### src/rtl/chan_fifo_writer_pkg.sv
// Shared definitions for the channel FIFO writer and reader: header bit layout,
// writer FSM state encoding and the QI16 sample packing.
package chan_fifo_writer_pkg;

   localparam int unsigned HdrOverrunBit = 31;
   localparam int unsigned HdrSobBit     = 28;
   localparam int unsigned HdrEobBit     = 27;
   localparam int unsigned HdrRssiHi     = 23;
   localparam int unsigned HdrRssiLo     = 16;
   localparam int unsigned HdrLenHi      = 8;
   localparam int unsigned HdrLenLo      = 2;

   typedef enum logic [3:0] {
      StIdle      = 4'd0,
      StHeader    = 4'd1,
      StTimestamp = 4'd2,
      StSamples   = 4'd3,
      StPad       = 4'd4,
      StEobHdr    = 4'd5,
      StEobTs     = 4'd6
   } state_e;

   // QI16 sample word: Q in the upper half, I in the lower half.
   function automatic logic [31:0] pack_qi16(input logic [15:0] q, input logic [15:0] i);
      return {q, i};
   endfunction

endpackage

### src/rtl/chan_fifo_writer_if.sv
// Sample input, FIFO write and status signals of one receive channel.
interface chan_fifo_writer_if;
   logic        rx_enable;
   logic        rx_strobe;
   logic [15:0] rx_i;
   logic [15:0] rx_q;
   logic [31:0] timestamp_clock;
   logic [31:0] rssi;
   logic [7:0]  fifo_space;
   logic [31:0] fifodata;
   logic        wrreq;
   logic        overrun;
   logic [14:0] debug;

   modport master (
      output rx_enable, rx_strobe, rx_i, rx_q, timestamp_clock, rssi, fifo_space,
      input  fifodata, wrreq, overrun, debug
   );

   modport slave (
      input  rx_enable, rx_strobe, rx_i, rx_q, timestamp_clock, rssi, fifo_space,
      output fifodata, wrreq, overrun, debug
   );
endinterface

### src/rtl/chan_fifo_writer_hdr_build.sv
// Combinational packet header assembly from flags, payload length and rssi.
module chan_hdr_build
   import chan_fifo_writer_pkg::*;
(
   input  logic        i_overrun,
   input  logic        i_sob,
   input  logic        i_eob,
   input  logic [6:0]  i_len,
   input  logic [7:0]  i_rssi,
   output logic [31:0] o_hdr
);

   always_comb begin
      o_hdr                       = '0;
      o_hdr[HdrOverrunBit]        = i_overrun;
      o_hdr[HdrSobBit]            = i_sob;
      o_hdr[HdrEobBit]            = i_eob;
      o_hdr[HdrRssiHi:HdrRssiLo]  = i_rssi;
      o_hdr[HdrLenHi:HdrLenLo]    = i_len;
   end

endmodule

### src/rtl/chan_fifo_writer.sv
// Frames decimated rx samples into header/timestamp/payload packets for the
// per-channel FIFO, with burst start/end markers and sticky overrun reporting.
module chan_fifo_writer
   import chan_fifo_writer_pkg::*;
#(
   parameter int unsigned PAYLOAD_WORDS = 126
) (
   input  logic              i_rx_clock,
   input  logic              i_reset,
   chan_fifo_writer_if.slave bus
);

   localparam logic [6:0] PayloadLen = 7'(PAYLOAD_WORDS);
   localparam logic [8:0] NeedSpace  = 9'(PAYLOAD_WORDS + 2);

   state_e      r_state;
   logic [31:0] r_fifodata;
   logic [31:0] r_hold;
   logic [31:0] r_ts_latch;
   logic        r_wrreq;
   logic        r_overrun;
   logic        r_burst;
   logic        r_eob_pending;
   logic [6:0]  r_word_cnt;

   logic [31:0] w_pkt_hdr;
   logic [31:0] w_eob_hdr;
   logic        w_has_room;
   logic        w_unused_rssi;

   assign w_has_room    = {1'b0, bus.fifo_space} >= NeedSpace;
   assign w_unused_rssi = ^bus.rssi[31:8];

   chan_hdr_build u_pkt_hdr (
      .i_overrun (r_overrun),
      .i_sob     (~r_burst),
      .i_eob     (1'b0),
      .i_len     (PayloadLen),
      .i_rssi    (bus.rssi[7:0]),
      .o_hdr     (w_pkt_hdr)
   );

   chan_hdr_build u_eob_hdr (
      .i_overrun (1'b0),
      .i_sob     (1'b0),
      .i_eob     (1'b1),
      .i_len     (7'd0),
      .i_rssi    (8'd0),
      .o_hdr     (w_eob_hdr)
   );

   // Each word is registered on entry to the state that owns it, so the header
   // appears on the cycle after its strobe.
   always_ff @(posedge i_rx_clock or posedge i_reset) begin
      if (i_reset) begin
         r_state       <= StIdle;
         r_fifodata    <= '0;
         r_hold        <= '0;
         r_ts_latch    <= '0;
         r_wrreq       <= 1'b0;
         r_overrun     <= 1'b0;
         r_burst       <= 1'b0;
         r_eob_pending <= 1'b0;
         r_word_cnt    <= '0;
      end else begin
         r_wrreq <= 1'b0;
         case (r_state)
            StIdle: begin
               if (r_eob_pending || (r_burst && !bus.rx_enable)) begin
                  r_fifodata <= w_eob_hdr;
                  r_wrreq    <= 1'b1;
                  r_state    <= StEobHdr;
               end else if (bus.rx_strobe && bus.rx_enable) begin
                  if (w_has_room) begin
                     r_hold     <= pack_qi16(bus.rx_q, bus.rx_i);
                     r_ts_latch <= bus.timestamp_clock;
                     r_fifodata <= w_pkt_hdr;
                     r_wrreq    <= 1'b1;
                     r_state    <= StHeader;
                  end else begin
                     r_overrun <= 1'b1;
                  end
               end
            end
            StHeader: begin
               r_burst    <= 1'b1;
               r_overrun  <= bus.rx_strobe;  // reported now; a stray strobe re-arms it
               r_fifodata <= r_ts_latch;
               r_wrreq    <= 1'b1;
               r_state    <= StTimestamp;
            end
            StTimestamp: begin
               if (bus.rx_strobe) r_overrun <= 1'b1;
               r_fifodata <= r_hold;
               r_wrreq    <= 1'b1;
               r_word_cnt <= 7'd1;
               r_state    <= StSamples;
            end
            StSamples: begin
               if (r_word_cnt == PayloadLen) begin
                  r_word_cnt <= '0;
                  r_state    <= StIdle;
               end else if (!bus.rx_enable) begin
                  r_fifodata <= '0;
                  r_wrreq    <= 1'b1;
                  r_word_cnt <= r_word_cnt + 7'd1;
                  r_state    <= StPad;
               end else if (bus.rx_strobe) begin
                  r_fifodata <= pack_qi16(bus.rx_q, bus.rx_i);
                  r_wrreq    <= 1'b1;
                  r_word_cnt <= r_word_cnt + 7'd1;
               end
            end
            StPad: begin
               if (r_word_cnt == PayloadLen) begin
                  r_word_cnt    <= '0;
                  r_eob_pending <= 1'b1;
                  r_state       <= StIdle;
               end else begin
                  r_fifodata <= '0;
                  r_wrreq    <= 1'b1;
                  r_word_cnt <= r_word_cnt + 7'd1;
               end
            end
            StEobHdr: begin
               r_burst       <= 1'b0;
               r_eob_pending <= 1'b0;
               r_fifodata    <= bus.timestamp_clock;
               r_wrreq       <= 1'b1;
               r_state       <= StEobTs;
            end
            StEobTs: begin
               r_state <= StIdle;
            end
            default: begin
               r_state <= StIdle;
            end
         endcase
      end
   end

   assign bus.fifodata = r_fifodata;
   assign bus.wrreq    = r_wrreq;
   assign bus.overrun  = r_overrun;
   assign bus.debug    = {4'd0, r_wrreq, r_overrun, r_burst, 4'(r_state), r_word_cnt[3:0]};

endmodule

### src/flat_wrapper.sv
// flat-port wrapper written by rule: the top's interface ports become plain ports
module chan_fifo_writer_flat import chan_fifo_writer_pkg::*;
#(
   parameter int unsigned PAYLOAD_WORDS = 126
)
  (i_rx_clock, i_reset, bus_rx_enable, bus_rx_strobe, bus_rx_i, bus_rx_q, bus_timestamp_clock, bus_rssi, bus_fifo_space, bus_fifodata, bus_wrreq, bus_overrun, bus_debug);
  chan_fifo_writer_if bus_i ();
  input  logic i_rx_clock;
  input  logic i_reset;
  input wire logic [$bits(bus_i.rx_enable)-1:0] bus_rx_enable;
  input wire logic [$bits(bus_i.rx_strobe)-1:0] bus_rx_strobe;
  input wire logic [$bits(bus_i.rx_i)-1:0] bus_rx_i;
  input wire logic [$bits(bus_i.rx_q)-1:0] bus_rx_q;
  input wire logic [$bits(bus_i.timestamp_clock)-1:0] bus_timestamp_clock;
  input wire logic [$bits(bus_i.rssi)-1:0] bus_rssi;
  input wire logic [$bits(bus_i.fifo_space)-1:0] bus_fifo_space;
  output wire logic [$bits(bus_i.fifodata)-1:0] bus_fifodata;
  output wire logic [$bits(bus_i.wrreq)-1:0] bus_wrreq;
  output wire logic [$bits(bus_i.overrun)-1:0] bus_overrun;
  output wire logic [$bits(bus_i.debug)-1:0] bus_debug;
  assign bus_i.rx_enable = bus_rx_enable;
  assign bus_i.rx_strobe = bus_rx_strobe;
  assign bus_i.rx_i = bus_rx_i;
  assign bus_i.rx_q = bus_rx_q;
  assign bus_i.timestamp_clock = bus_timestamp_clock;
  assign bus_i.rssi = bus_rssi;
  assign bus_i.fifo_space = bus_fifo_space;
  assign bus_fifodata = bus_i.fifodata;
  assign bus_wrreq = bus_i.wrreq;
  assign bus_overrun = bus_i.overrun;
  assign bus_debug = bus_i.debug;
  chan_fifo_writer #(.PAYLOAD_WORDS(PAYLOAD_WORDS)) u_core (.i_rx_clock(i_rx_clock), .i_reset(i_reset), .bus(bus_i));
endmodule
### config.mk
export PLATFORM = sky130hd
export DESIGN_NAME = chan_fifo_writer_flat
export DESIGN_NICKNAME = d
export VERILOG_FILES = /design/src/rtl/chan_fifo_writer_pkg.sv /design/src/rtl/chan_fifo_writer_if.sv /design/src/rtl/chan_fifo_writer_hdr_build.sv /design/src/rtl/chan_fifo_writer.sv /design/src/flat_wrapper.sv
export SDC_FILE = /design/constraint.sdc
export NUM_CORES = 1
export LEC_CHECK = 0
export ABC_AREA = 1
export BUFFER_PORTS_ARGS = -buffer_cell sky130_fd_sc_hd__buf_2
export CAP_MARGIN = 10
export CORE_MARGIN = 2
export CORE_UTILIZATION = 55
export DETAILED_ROUTE_END_ITERATION = 8
export PLACE_DENSITY = 0.95
export SLEW_MARGIN = 20
export SYNTH_ARGS = -nofsm -noshare
export SYNTH_HDL_FRONTEND = slang
export SYNTH_SLANG_ARGS = --single-unit
### constraint.sdc
create_clock -name i_rx_clock -period 9.6 [get_ports i_rx_clock]
set_input_delay 0.48 -clock i_rx_clock [delete_from_list [all_inputs] [get_ports i_rx_clock]]
set_output_delay 0.48 -clock i_rx_clock [all_outputs]
set_load 0.01 [all_outputs]
Yosys cells after proc, flatten, opt, wreduce, memory -nomap -nowiden
Index checks and enable logic that the tools add are counted.
{ "op_classes": {"n_addsub": 1, "order_cmp": 1, "eq_ne": 18, "mux": 36, "bitwise": 2, "reduce_logical": 17} }
{ "op_table": {"columns": ["cell", "n"], "rows": [
  ["32-bit 2-to-1 mux", 7],
  ["32-bit one-hot mux with 6 select lines", 1],
  ["7-bit 2-to-1 mux", 4],
  ["4-bit 2-to-1 mux", 6],
  ["4-bit one-hot mux with 6 select lines", 1],
  ["7-bit one-hot mux with 3 select lines", 1],
  ["1-bit 2-to-1 mux", 12],
  ["2-bit inequality test, second input constant", 5],
  ["4-bit by 2-bit equality test with 1-bit output, second input constant", 2],
  ["4-bit by 3-bit equality test with 1-bit output, second input constant", 2],
  ["8-bit >= comparator, second input constant", 1],
  ["4-bit AND reduction", 2],
  ["7-bit by 1-bit adder with 7-bit output, second input constant", 1],
  ["7-bit equality test, second input constant", 1],
  ["3-bit by 1-bit inequality test with 1-bit output, second input constant", 2],
  ["6-bit AND reduction", 1],
  ["3-bit nonzero test", 2],
  ["6-bit nonzero test", 1],
  ["5-bit AND reduction", 1],
  ["4-bit by 1-bit equality test with 1-bit output, second input constant", 1],
  ["4-bit zero test", 1],
  ["2-bit by 1-bit inequality test with 1-bit output, second input constant", 2],
  ["4-bit by 3-bit inequality test with 1-bit output, second input constant", 1],
  ["1-bit one-hot mux with 2 select lines", 2],
  ["11 further kinds", 15]
]} }
{ "word_totals": {"register_bits": 111, "inputBits": 108, "output_inout_bits": 49} }

Longest topological paths before layout
Gate-level depths: netlist of run 1.
{ "logic_depth": {"depth_word": 5, "mapped_depth": 11, "depth_no_buf": 9} }

Hierarchy
From an unflattened synthesis of run 1, not the netlist that was laid out.
{ "unflattened": {"cells_unflattened": 1123, "hier_area_um2": 7507.2} }
{ "by_module_without_submodules": {"columns": ["module", "instances", "cells_per_inst", "area_each_um2"], "rows": [
  ["chan_fifo_writer", 1, 1057, 7019.2],
  ["chan_hdr_build", 2, 33, 244.0]
]} }

Least setup slack after synthesis of run 1
OpenSTA, ideal clock, no wires.
{ "synth_timing": {"path_type": "input -> register", "startpoint": "input bus_rx_enable", "endpoint": "register u_core.r_fifodata[17], in the netlist u_core.bus.fifodata[17]", "setup_ns": 0.116, "arrival_time_ns": 1.461, "required_time_ns": 9.484, "path_slack_ns": 8.022, "path_stages": 9, "path_cell_list": "buf_2 > inv_2 > a21oi_4 > nand3_1 > nand2_1 > nor2_4 > buf_4 > nand2_1 > nand2_1"} }
{ "synth_via": {"elab_chain_len": 5} }
{ "synth_rtl": {"columns": ["element", "line_no", "rtl"], "rows": [
  ["start: declaration", "flat_wrapper.sv:10", "input wire logic [$bits(bus_i.rx_enable)-1:0] bus_rx_enable;"],
  ["1-bit zero test", "chan_fifo_writer.sv:69", "if (r_eob_pending || (r_burst && !bus.rx_enable)) begin"],
  ["1-bit logical AND", "chan_fifo_writer.sv:69", null],
  ["1-bit logical OR", "chan_fifo_writer.sv:69", null],
  ["3-bit by 1-bit inequality test with 1-bit output (no line) / 32-bit 2-to-1 mux (equally long branches)", null, null],
  ["6-bit AND reduction (no line) / 32-bit one-hot mux with 6 select lines (equally long branches)", null, null],
  ["end signal: assignment", "chan_fifo_writer.sv:70", "r_fifodata <= w_eob_hdr;"],
  ["end signal: assignment", "chan_fifo_writer.sv:77", "r_fifodata <= w_pkt_hdr;"],
  ["end signal: assignment", "chan_fifo_writer.sv:88", "r_fifodata <= r_ts_latch;"],
  ["end: declaration", "chan_fifo_writer.sv:17", "logic [31:0] r_fifodata;"]
]} }
Parallel ways exist; a longest one is shown, timed or not. The select of a mux whose other input is x is not followed.
A chain may end at the register's enable or synchronous reset.

Final worst setup path of run 1
{ "layout_timing": {"startpoint": "register u_core.r_state[2]", "endpoint": "register u_core.r_fifodata[0], in the netlist u_core.bus.fifodata[0]"} }
{ "layout_via": {"elab_chain_len": 3} }
{ "layout_rtl": {"columns": ["element", "line_no", "rtl"], "rows": [
  ["start: declaration", "chan_fifo_writer.sv:16", "state_e r_state;"],
  ["start signal: assignment", "chan_fifo_writer.sv:56", "r_state <= StIdle;"],
  ["start signal: assignment", "chan_fifo_writer.sv:72", "r_state <= StEobHdr;"],
  ["start signal: assignment", "chan_fifo_writer.sv:79", "r_state <= StHeader;"],
  ["4-bit by 1-bit equality test with 1-bit output (tied with other cells)", "chan_fifo_writer.sv:67", "case (r_state)"],
  ["6-bit nonzero test (no line) (tied with other cells)", null, null],
  ["6-bit AND reduction (no line)", null, null]
]} }
Parallel ways exist; a longest one is shown, timed or not.

==> metrics.md, run 1 <==
| Metric | Value |
|---|---|
| Drt pass-1 iters | 5 |
| Critical Path Sink Type | flip-flop |
| CP Launch Point | u_core.r_state[2]$_DFFE_PP0P_ |
| Die Span Y | 108 microns |
| Critical Path RT | 9.90 ns |
| Post-Synth Simple-Gate Area | 0.332 |
| Xor/xnor share of the synthesized area | 0.00149 |
| Setup crit start kind | flip-flop |
| FILL cells | 911 |
| Adder-Cell Fraction of Synth Area | 0.00425 |
| GRT Total Usage | 0.252 |
| Starting Density | 0.568 |
| Root Driver | clkbuf_8 |
| Layout Skew | 0.00972 ns |
| Fmax | 325 MHz |
| Tightest Pin Transition | 0.947 ns |
| Clock sinks | 110 |
| Register area | 2750 sq um |
| Seq/Total Area, Yosys | 0.467 |
| DIE WIDTH | 108 microns |
| Worst-Skew Late Latency | 0.36 ns |
| Slew margin rel. | 0.369 |
| Syn Inst Count | 832 |
| Grt total ovfl | 0 |
| Global-route wire length before repair | 23100 microns |
| Avg WL per Cell | 13.4 microns |
| Routability Congestion | 0.903 |
| Core area | 10400 sq um |
| Status | finished clean |
| Area occupied by multi-input gates | 2420 sq um |
| CTS buffer count | 9 |
| Total negative slack | 0 ns |
| Compound-cell area share of the yosys netlist | 0.0705 |
| Vias per cell | 5.07 |
| Post-route insts no fill | 1059 |
| Yosys reg bits | 110 |
| Final-report hold violation count | 0 |
| P_leak | 3.86 nW |
| Power Density | 293 nW/um^2 |
| DR vias | 5369 |
| Area delta synth->final | 12.2% |
| Maxcap violations | 0 |
| Post-CTS Resized | 0 |
| Post CTS Setup Buffer Count | 0 |
| Worst r2r src | u_core.r_state[2]$_DFFE_PP0P_ |
| Worst hold margin | 0.169 ns |
| Initial DRC Count | 431 |
| Worst min path class | input port to asynchronous set/reset pin |
| CP max FO | 33 |
| Netlist cell types | 25 |
| TritonCTS clock tree | built |
| Core Rows | 37 |
| Slowest stage delay, CP | 0.98 ns |
| Layout cells sized above 1 | 0.176 |
| Crit-path slowest cell | dfrtp_1 |
| Fin nets | 1027 |
| Mux cell area share after synthesis | 0 |
| Main combinational cell family by area after synthesis | simple AND/OR/NAND/NOR gates |
| Placed cell areas | 6410 sq um |
| H-tree lvl count | 3 |
| Max Buffers Root-to-Sink | 2 |
| Max VDD drop | 142 uV |
| Critical-path cell list | nor2_1, nand2_1, inv_2, nand3_1, nand2_1, nor2_4, nand2_1, nand2_1 |
| Antenna Violating Nets Remaining | 0 |
| Setup CP Type | flip-flop to flip-flop |
| Fin. max-slew vios | 0 |
| Remaining DRCs | 0 |
| Crit path DAT | 3.38 ns |
| CTS clock-pin slew for the worst setup and hold paths | 0.10 ns |
| Vias in the first global route | 4801 |
| Port Buf Inserts | 120 |
| Post-cts hold buffer count | 0 |
| Initial antenna violation count | 1 |
| Io pins | 157 |
| Top cell by count, worst path | nand2_1 |
| # setup viols final | 0 |
| Post-Syn Area | 5890 sq um |
| Largest net degree at the start of global routing | 77 |
| Final WL | 14200 microns |
| Placed cells | 1042 |
| Final instance area | 6610 sq um |
| Yosys warns | 0 |
| Hpwl dp | 9220 microns |
| Final Cycle Share | 0.321 |
| Avg Cell Area, Syn | 7.08 sq um |
| Tmin final | 3.08 ns |
| Die Area | 11600 sq um |
| RSZ-0062 raised after global routing | no |
## routing by layer
metal,vias up,track usage,share of wire,routed length [microns]
li1,2720,-,-,-
met1,2388,0.348,0.42,6040
met2,238,0.407,0.48,6770
met3,23,0.0412,0.082,1170
met4,0,0.0797,0.016,227
met5,-,0,0,0
## metrics by stage
stage	utilization	setup slack, ns	power (W)
floorplan	-	6.22	0.00143
global placement	0.618	6.66	0.00162
detailed placement	0.618	6.61	0.00166
CTS	0.637	6.58	0.00194
global route	0.637	6.28	0.00210
finish	0.637	6.52	0.00194
## layout by cell type (no fill, tap or decap), drive strengths merged
master,netlist,final
nor2,82,82
xor2,1,1
o22ai,1,1
nand2,308,308
clkbuf,7,10
clkinv,0,4
diode,0,1
bufinv,0,1
inv,112,112
nand4,37,37
ha,2,2
a21boi,1,1
o21ai,55,55
o21bai,2,2
dfrtp,110,110
conb,1,5
clkinvlp,0,1
a21oi,20,20
nand3,45,45
buf,48,125
## path summary, 6_finish.rpt
| path | slack [ns] | to | depth (start not counted) |
|---|---|---|---|
| max in group asynchronous | 8.21 | u_core.r_hold[20]$_DFFE_PP0P_ | 3 |
| setup / recovery | 6.52 | u_core.bus.fifodata[0]$_DFFE_PP0P_ | 8 |
| hold / removal | 0.17 | u_core.bus.fifodata[13]$_DFFE_PP0P_ | 2 |
| hold reg to reg | 0.48 | u_core.bus.fifodata[5]$_DFFE_PP0P_ | 2 |
| min in group i_rx_clock | 0.35 | u_core.r_hold[28]$_DFFE_PP0P_ | 3 |
| setup reg to reg | 6.52 | u_core.bus.fifodata[0]$_DFFE_PP0P_ | 8 |
## power by group
part	internal (W)	switching, W	total, W
clock	0.000127	0.000156	0.000284
combinational	0.000288	0.000565	0.000853
sequential	0.000661	0.000139	0.000800
## state kept, by name (all words and copies together), names as in the netlist
name and count:
u_core.r_word_cnt 7, u_core.r_eob_pending 1, u_core.r_state 3, u_core.bus.overrun 1, u_core.bus.fifodata 32, u_core.r_ts_latch 32, u_core.bus.wrreq 1, u_core.r_hold 32
u_core.r_burst 1
## cell usage after synthesis (all sizes together)
| cell type | n | area, sq um |
|---|---|---|
| a21boi | 1 | 7.51 |
| a21oi | 20 | 111 |
| buf | 48 | 284 |
| clkbuf | 7 | 26.3 |
| conb | 1 | 3.75 |
| dfrtp | 110 | 2750 |
| ha | 2 | 25.0 |
| inv | 112 | 420 |
| nand2 | 308 | 1160 |
| nand3 | 45 | 235 |
| nand4 | 37 | 231 |
| nor2 | 82 | 325 |
| o21ai | 55 | 275 |
| o21bai | 2 | 15.0 |
| o22ai | 1 | 6.26 |
| xor2 | 1 | 8.76 |
## worst max-delay path: cells and delay by family (launching register included)
| kind | cells | cell delay (ns) |
|---|---|---|
| flip-flops | 1 | 0.98 |
| buffers and inverters | 1 | 0.06 |
| AND/OR/NAND/NOR | 7 | 1.97 |
## logic make-up (layout without fill, tap and decap cells)
| kind of cell | count (synthesis) | count (layout) |
|---|---|---|
| XOR/XNOR | 1 | 1 |
| buffers and inverters | 167 | 253 |
| AND/OR/NAND/NOR | 472 | 472 |
| other | 1 | 6 |
| flip-flops | 110 | 110 |
| adder cells (fa/ha/maj) | 2 | 2 |
| AO/OA/AOI/OAI | 79 | 79 |
## area by class of cell
cell class	instances	area share
Multi-Input combinational cell	559	0.367
Antenna cell	1	0.000379
Clock inverter	6	0.00928
Sequential cell	110	0.417
Tap cell	136	0.0257
Timing Repair Buffer	125	0.0966
Clock buffer	10	0.0208
Inverter	112	0.0640
No activity file was read; power rests on OpenSTA's default activity.
==> run 2: changes to the inputs <==
- CORE_UTILIZATION: 55 -> 48
- PLACE_DENSITY: 0.95 -> 0.89
- clock period: 9.6 -> 2.6 ns (I/O delays scaled with it)
==> run 2 against run 1 <==
Sequential share of layout area decreased by 1.8 points; setup slack got worse by 6.1 ns; critical endpoint is now u_core.bus.fifodata[3]$_DFFE_PP0P_; final cell count up 2.2%; count of clock-buffer cells in the layout is 1 higher; utilization down 6.3 points; routed wire length rose by 6.1%; combinational power rose to 4.0 times the previous value; clock skew shrank 0.0050 ns; highest routed layer is now met5.
==> metrics.md, run 2 (same netlist as run 1, synthesis figures left out) <==
| Metric | Value |
|---|---|
| Worst-Skew Late Latency | 0.35 ns |
| R2R setup slack | 0.40 ns |
| Hpwl dp | 10300 microns |
| Post CTS Setup Buffer Count | 0 |
| Top cell by count, worst path | nand2_1 |
| Final Cycle Share | 0.847 |
| Comb power frac | 0.440 |
| Worst r2r src | u_core.r_state[2]$_DFFE_PP0P_ |
| Vias in the first global route | 5050 |
| Most common cell after layout, fill and taps aside | nand2_1 |
| Placed cell areas | 6570 sq um |
| Critical-path cell list | nor2_1, nand2_2, nand2_1, nor2_2, nand2_1, nand2_1, nand2_1, nand2_1 |
| Port Buf Inserts | 120 |
| Worst hold margin | 0.0180 ns |
| TritonCTS clock tree | built |
| Maxcap violations | 0 |
| Critical Path Stages | 8 |
| CP delay by family, top | simple AND/OR/NAND/NOR gates |
| Critical Path Sink Type | flip-flop |
| Largest net degree at the start of global routing | 77 |
| CTS clock-pin slew for the worst setup and hold paths | 0.07 ns |
| Worst min path class | input port to flip-flop |
| Initial antenna violation count | 1 |
| Slew margin rel. | 0.415 |
| Commonest non-fill, non-tap cells in the layout | nand2_1 (305), buf_2 (120), dfrtp_1 (110), inv_1 (102), nor2_1 (77) |
| DIE WIDTH | 115 microns |
| Core Rows | 40 |
| CP Buf/Inv Count | 0 |
| Final core utilization | 0.575 |
| Post-cts hold buffer count | 1 |
| Fin. max-slew vios | 0 |
| Max Buffers Root-to-Sink | 2 |
| Fmax | 454 MHz |
| Final instance area | 6900 sq um |
| GRT Total Usage | 0.236 |
| Met3 routed WL | 1100 microns |
| Grt total ovfl | 0 |
| Met2 routed WL | 7090 microns |
| Area delta synth->final | 17.2% |
| Starting Density | 0.491 |
| Crit-path slowest cell | dfrtp_1 |
| Io pins | 157 |
| Global-route wire length before repair | 24300 microns |
| Sw frac | 0.419 |
| Total negative slack | 0 ns |
| Routability Congestion | 0.878 |
| Die Span Y | 115 microns |
| Final-report hold violation count | 0 |
| Post-CTS Resized | 0 |
| Remaining DRCs | 0 |
| Critical path endpoint | u_core.bus.fifodata[3]$_DFFE_PP0P_ |
| CTS buffer count | 9 |
| Core area | 12000 sq um |
| CP max FO | 13 |
| Setup crit start kind | flip-flop |
| Avg WL per Cell | 13.9 microns |
| Crit path DAT | 2.49 ns |
| P_leak | 4.00 nW |
| Setup CP Type | flip-flop to flip-flop |
| Drt pass-1 iters | 5 |
| Clock share of power | 0.192 |
| H-tree lvl count | 3 |
| Layout cells sized above 1 | 0.186 |
| M1 WL | 6410 microns |
| Fin nets | 1041 |
| Clock sinks | 110 |
| # setup viols final | 0 |
| Tightest Pin Transition | 0.875 ns |
| CP Launch Point | u_core.r_state[2]$_DFFE_PP0P_ |
| Top routing layer used | met5 |
| Critical Path RT | 2.89 ns |
| Status | finished clean |
| Power Density | 1130 nW/um^2 |
| Reg2reg end | u_core.bus.fifodata[3]$_DFFE_PP0P_ |
| Switching pwr | 0.00328 W |
| RSZ-0062 raised after global routing | no |
| DR vias | 5518 |
| Slowest stage delay, CP | 0.66 ns |
| Layout Skew | 0.00476 ns |
| Die Area | 13200 sq um |
| Antenna diodes | 0 |
| Internal power | 0.00454 W |
| Root Driver | clkbuf_16 |
| Reg2reg path depth | 8 |
| Max VDD drop | 494 uV |
| Vias per cell | 5.10 |
| Final WL | 15100 microns |
| Sequential Power Share | 0.368 |
| Initial DRC Count | 404 |
| Tmin final | 2.20 ns |
| Antenna Violating Nets Remaining | 0 |
[run 2: per-layer routing]
metal  vias to the layer above  global-route usage
met4                         2               0.129
li1                       2747                   -
met3                        38              0.0380
met2                       240               0.383
met5                         -                   0
met1                      2491               0.305
[run 2: tightest hold or removal path, stage by stage]
cell and delay [ns]:
buf_2 0.10, inv_1 0.04, o21ai_1 0.06
[run 2: final cells by class]
class                      count  area (sq um)
clock buffer                  11           253
clock inverter                 4          70.1
fill                        1118          5110
inverter                     112           424
multi-input combinational    559          2420
sequential                   110          2750
tap                          147           184
timing repair buffer         139           796
[run 2: power by group through the flow]
stage	Clock [W]	Sequential [W]	Combinational, W
after global routing	0.00160	0.00295	0.00392
after global placement	0	0.00286	0.00332
after detailed placement	0	0.00289	0.00343
after floorplan	0	0.00289	0.00240
final	0.00150	0.00288	0.00343
after CTS	0.00153	0.00287	0.00345
[run 2: how the worst min path moves through the flow]
| stage | end | cells after the start | from | slack, ns |
|---|---|---|---|---|
| final | u_core.r_ts_latch[10]$_DFFE_PP0P_ | 3 | bus_timestamp_clock[10] | 0.02 |
| after detailed placement | u_core.r_hold[12]$_DFFE_PP0P_ | 2 | i_reset | 0.35 |
| after global routing | u_core.r_hold[14]$_DFFE_PP0P_ | 3 | bus_rx_i[14] | 0.02 |
| after global placement | u_core.bus.fifodata[12]$_DFFE_PP0P_ | 2 | i_reset | 0.34 |
| after floorplan | u_core.r_hold[31]$_DFFE_PP0P_ | 2 | bus_rx_q[15] | 0.26 |
| after CTS | u_core.r_hold[11]$_DFFE_PP0P_ | 3 | bus_rx_i[11] | 0.005 |
[run 2: through the flow]
step                      cells  worst slack [ns]  power [W]
after floorplan             836              1.08    0.00529
after global placement     1066             0.485    0.00618
after detailed placement   1066             0.418    0.00633
after CTS                  1082             0.410    0.00785
after global routing       1082             0.184    0.00847
final                      1082             0.399    0.00781
==> run 3: changes to the inputs <==
- ABC_AREA: 1 -> 0
- CORE_UTILIZATION: 48 -> 52
- PLACE_DENSITY: 0.89 -> 0.92
- clock period: 2.6 -> 2.15 ns (I/O delays scaled with it)
==> run 3 against run 2 <==
Design area up 8.5%; register-to-register slack got worse by 0.33 ns; sequential share of layout area shrank 3.1 points; sequential cell count stayed put; utilization up 15 points; routed wire length increased by 6.8%; final cell count fell by 23%; die area decreased by 13%; maximum frequency rose by 5.6%; global-route usage increased by 5.4 points; synthesized cell count decreased by 41%; synthesized area is 6.3% lower; critical endpoint is now u_core.bus.fifodata[23]$_DFFE_PP0P_.
==> metrics.md, run 3 <==
| Metric | Value |
|---|---|
| Largest area contributor in the netlist | dfrtp_1 |
| Max Buffers Root-to-Sink | 2 |
| Initial DRC Count | 437 |
| Starting Density | 0.535 |
| Layout Skew | 0.0136 ns |
| Tmin final | 2.09 ns |
| CP max FO | 5 |
| Total negative slack | 0 ns |
| Area delta synth->final | 35.7% |
| Layout cells sized above 1 | 0.409 |
| Avg WL per Cell | 19.3 microns |
| Worst-Skew Late Latency | 0.38 ns |
| Netlist cell types | 55 |
| Share of the synthesized area in the top cell type | 0.499 |
| Synth cell count leaders | dfrtp_1 (110), mux2_2 (40), a22oi_1 (39) |
| FILL cells | 661 |
| CTS buffer count | 9 |
| P_leak | 3.49 nW |
| Drt pass-1 iters | 5 |
| Antenna Violating Nets Remaining | 0 |
| Critical-path cell list | inv_2, ha_4, and4_4, a211oi_2, a2111oi_4, buf_6, a21oi_1, a221o_1 |
| Core Rows | 37 |
| Power Density | 1430 nW/um^2 |
| DR vias | 5021 |
| Most numerous cell in the Yosys netlist | dfrtp_1 |
| Die Area | 11500 sq um |
| Final WL | 16100 microns |
| Slowest stage delay, CP | 0.47 ns |
| Critical Path RT | 2.40 ns |
| CP delay by family, top | compound AO/OA/AOI/OAI gates |
| Yosys warns | 0 |
| Fin nets | 802 |
| Asr flop ratio synth | 1.00 |
| Die Span Y | 107 microns |
| Maxcap violations | 0 |
| Fin. max-slew vios | 0 |
| Root Driver | clkbuf_8 |
| Port Buf Inserts | 120 |
| Final-report hold violation count | 0 |
| Initial antenna violation count | 0 |
| Critical Path Sink Type | flip-flop |
| Grt total ovfl | 0 |
| Largest net degree at the start of global routing | 52 |
| Setup crit start kind | flip-flop |
| Setup CP Type | flip-flop to flip-flop |
| Post-Syn Area | 5520 sq um |
| Final Cycle Share | 0.970 |
| Remaining DRCs | 0 |
| Vias in the first global route | 5116 |
| Area occupied by multi-input gates | 2520 sq um |
| Routability Congestion | 0.811 |
| Slew margin rel. | 0.480 |
| DIE WIDTH | 107 microns |
| Core area | 10300 sq um |
| Tightest Pin Transition | 0.780 ns |
| Status | finished clean |
| Main synth FF type | dfrtp_1 |
| Fmax | 480 MHz |
| Clock sinks | 110 |
| EDFF count, synth | 0 |
| Worst min path class | input port to flip-flop |
| # setup viols final | 0 |
| Commonest non-fill, non-tap cells in the layout | buf_2 (120), dfrtp_1 (107), dlygate4sd3_1 (70), buf_4 (42), mux2_2 (40) |
| Avg Cell Area, Syn | 11.3 sq um |
| Io pins | 157 |
| Hpwl dp | 9910 microns |
| Register area | 2760 sq um |
| Antenna diodes | 0 |
| Synth area leaders | dfrtp_1 (50%), mux2_2 (8.2%), mux2_4 (6.5%) |
| H-tree lvl count | 3 |
| CTS clock-pin slew for the worst setup and hold paths | 0.11 ns |
| Placed cells | 734 |
| Global-route wire length before repair | 25700 microns |
| Post-route insts no fill | 833 |
| Seq/Total Area, Yosys | 0.499 |
| Max VDD drop | 719 uV |
| Crit path DAT | 2.34 ns |
| CP Buf/Inv Count | 2 |
| Syn Inst Count | 488 |
| Vias per cell | 6.03 |
| Yosys reg bits | 110 |
| Crit-path slowest cell | a2111oi_4 |
| GRT Total Usage | 0.290 |
| Most common cell after layout, fill and taps aside | buf_2 |
| TritonCTS clock tree | built |
## run 3: cell types whose count changed in the layout (fill, tap and decap cells not counted), moves of 20 or more
cell and delta:
a221oi_1 +20, a22oi_1 +39, buf_4 +28, dlygate4sd3_1 +69
inv_1 -95, mux2_2 +40, mux2_4 +24, nand2_1 -272
nand3_1 -39, nand4_1 -35, nor2_1 -52, o21ai_0 +24
o21ai_1 -54
## run 3: repair_timing
item,CTS,global route
pin swaps,2,2
endpoints found under the hold margin,94,0
setup buffers,6,6
hold buffers,70,0
gates cloned,2,0
endpoints found under the setup margin,59,37
resized for setup,9,13
## run 3: path summary, 6_finish.rpt
kind / end / cells past startpoint / startpoint / slack, ns
setup / recovery: u_core.bus.fifodata[23]$_DFFE_PP0P_ / 8 / u_core.r_word_cnt[0]$_DFFE_PP0P_ / 0.06
min in group asynchronous: u_core.r_ts_latch[10]$_DFFE_PP0P_ / 3 / i_reset / 0.35
setup reg to reg: u_core.bus.fifodata[23]$_DFFE_PP0P_ / 8 / u_core.r_word_cnt[0]$_DFFE_PP0P_ / 0.06
hold / removal: u_core.r_ts_latch[27]$_DFFE_PP0P_ / 2 / bus_timestamp_clock[27] / 0.02
max in group asynchronous: u_core.r_state[1]$_DFFE_PP0P_ / 4 / i_reset / 1.11
hold reg to reg: u_core.bus.fifodata[26]$_DFFE_PP0P_ / 2 / u_core.bus.fifodata[26]$_DFFE_PP0P_ / 0.49
## run 3: layout make-up
class	instances	share of cell area
clock buffer	12	0.0194
clock inverter	4	0.00735
inverter	9	0.00501
multi-input combinational	320	0.337
sequential	110	0.368
tap	136	0.0227
timing repair buffer	242	0.241
## run 3: worst reg2reg max path, stage by stage, from the launching register on
cell	delay, ns
dfrtp_1	0.40
inv_2	0.08
ha_4	0.13
and4_4	0.27
a211oi_2	0.10
a2111oi_4	0.47
buf_6	0.19
a21oi_1	0.04
a221o_1	0.28
## run 3: stage by stage
| stage | area [sq um] | hold slack (ns) | worst slack (ns) | total power, W | utilization |
|---|---|---|---|---|---|
| 6_report | 7490 | 0.0178 | 0.0647 | 0.0107 | 0.725 |
| 3_5_place_dp | 6390 | 0.219 | -0.0773 | 0.00883 | 0.619 |
| 3_3_place_gp | 6390 | 0.200 | 0.0192 | 0.00852 | 0.619 |
| 2_1_floorplan | 5540 | 0.253 | 0.0210 | 0.00718 | - |
| 5_1_grt | 7490 | 0.000107 | -0.0157 | 0.0113 | 0.725 |
| 4_1_cts | 7400 | 0.0000507 | -0.00153 | 0.0104 | 0.717 |
## run 3: logic make-up after synthesis
kind of cell / after synthesis / share of synthesized area
AO/OA/AOI/OAI: 145 / 0.190
adder cells (fa/ha/maj): 2 / 0.00453
buffers and inverters: 62 / 0.0646
flip-flops: 110 / 0.499
multiplexers: 66 / 0.150
other: 1 / 0.000679
AND/OR/NAND/NOR: 102 / 0.0913
## run 3: power by group
group	switching [W]	leakage, nW	internal [W]
clock network	0.000713	0.0972	0.000579
logic	0.00280	2.05	0.00297
registers	0.000607	1.34	0.00303
## run 3: layer usage
layer	wire length, microns	GRT usage	vias to the layer above
met5	0	0	-
met2	8190	0.501	294
li1	-	-	2191
met3	1140	0.0498	56
met1	6240	0.349	2480
met4	527	0.139	0
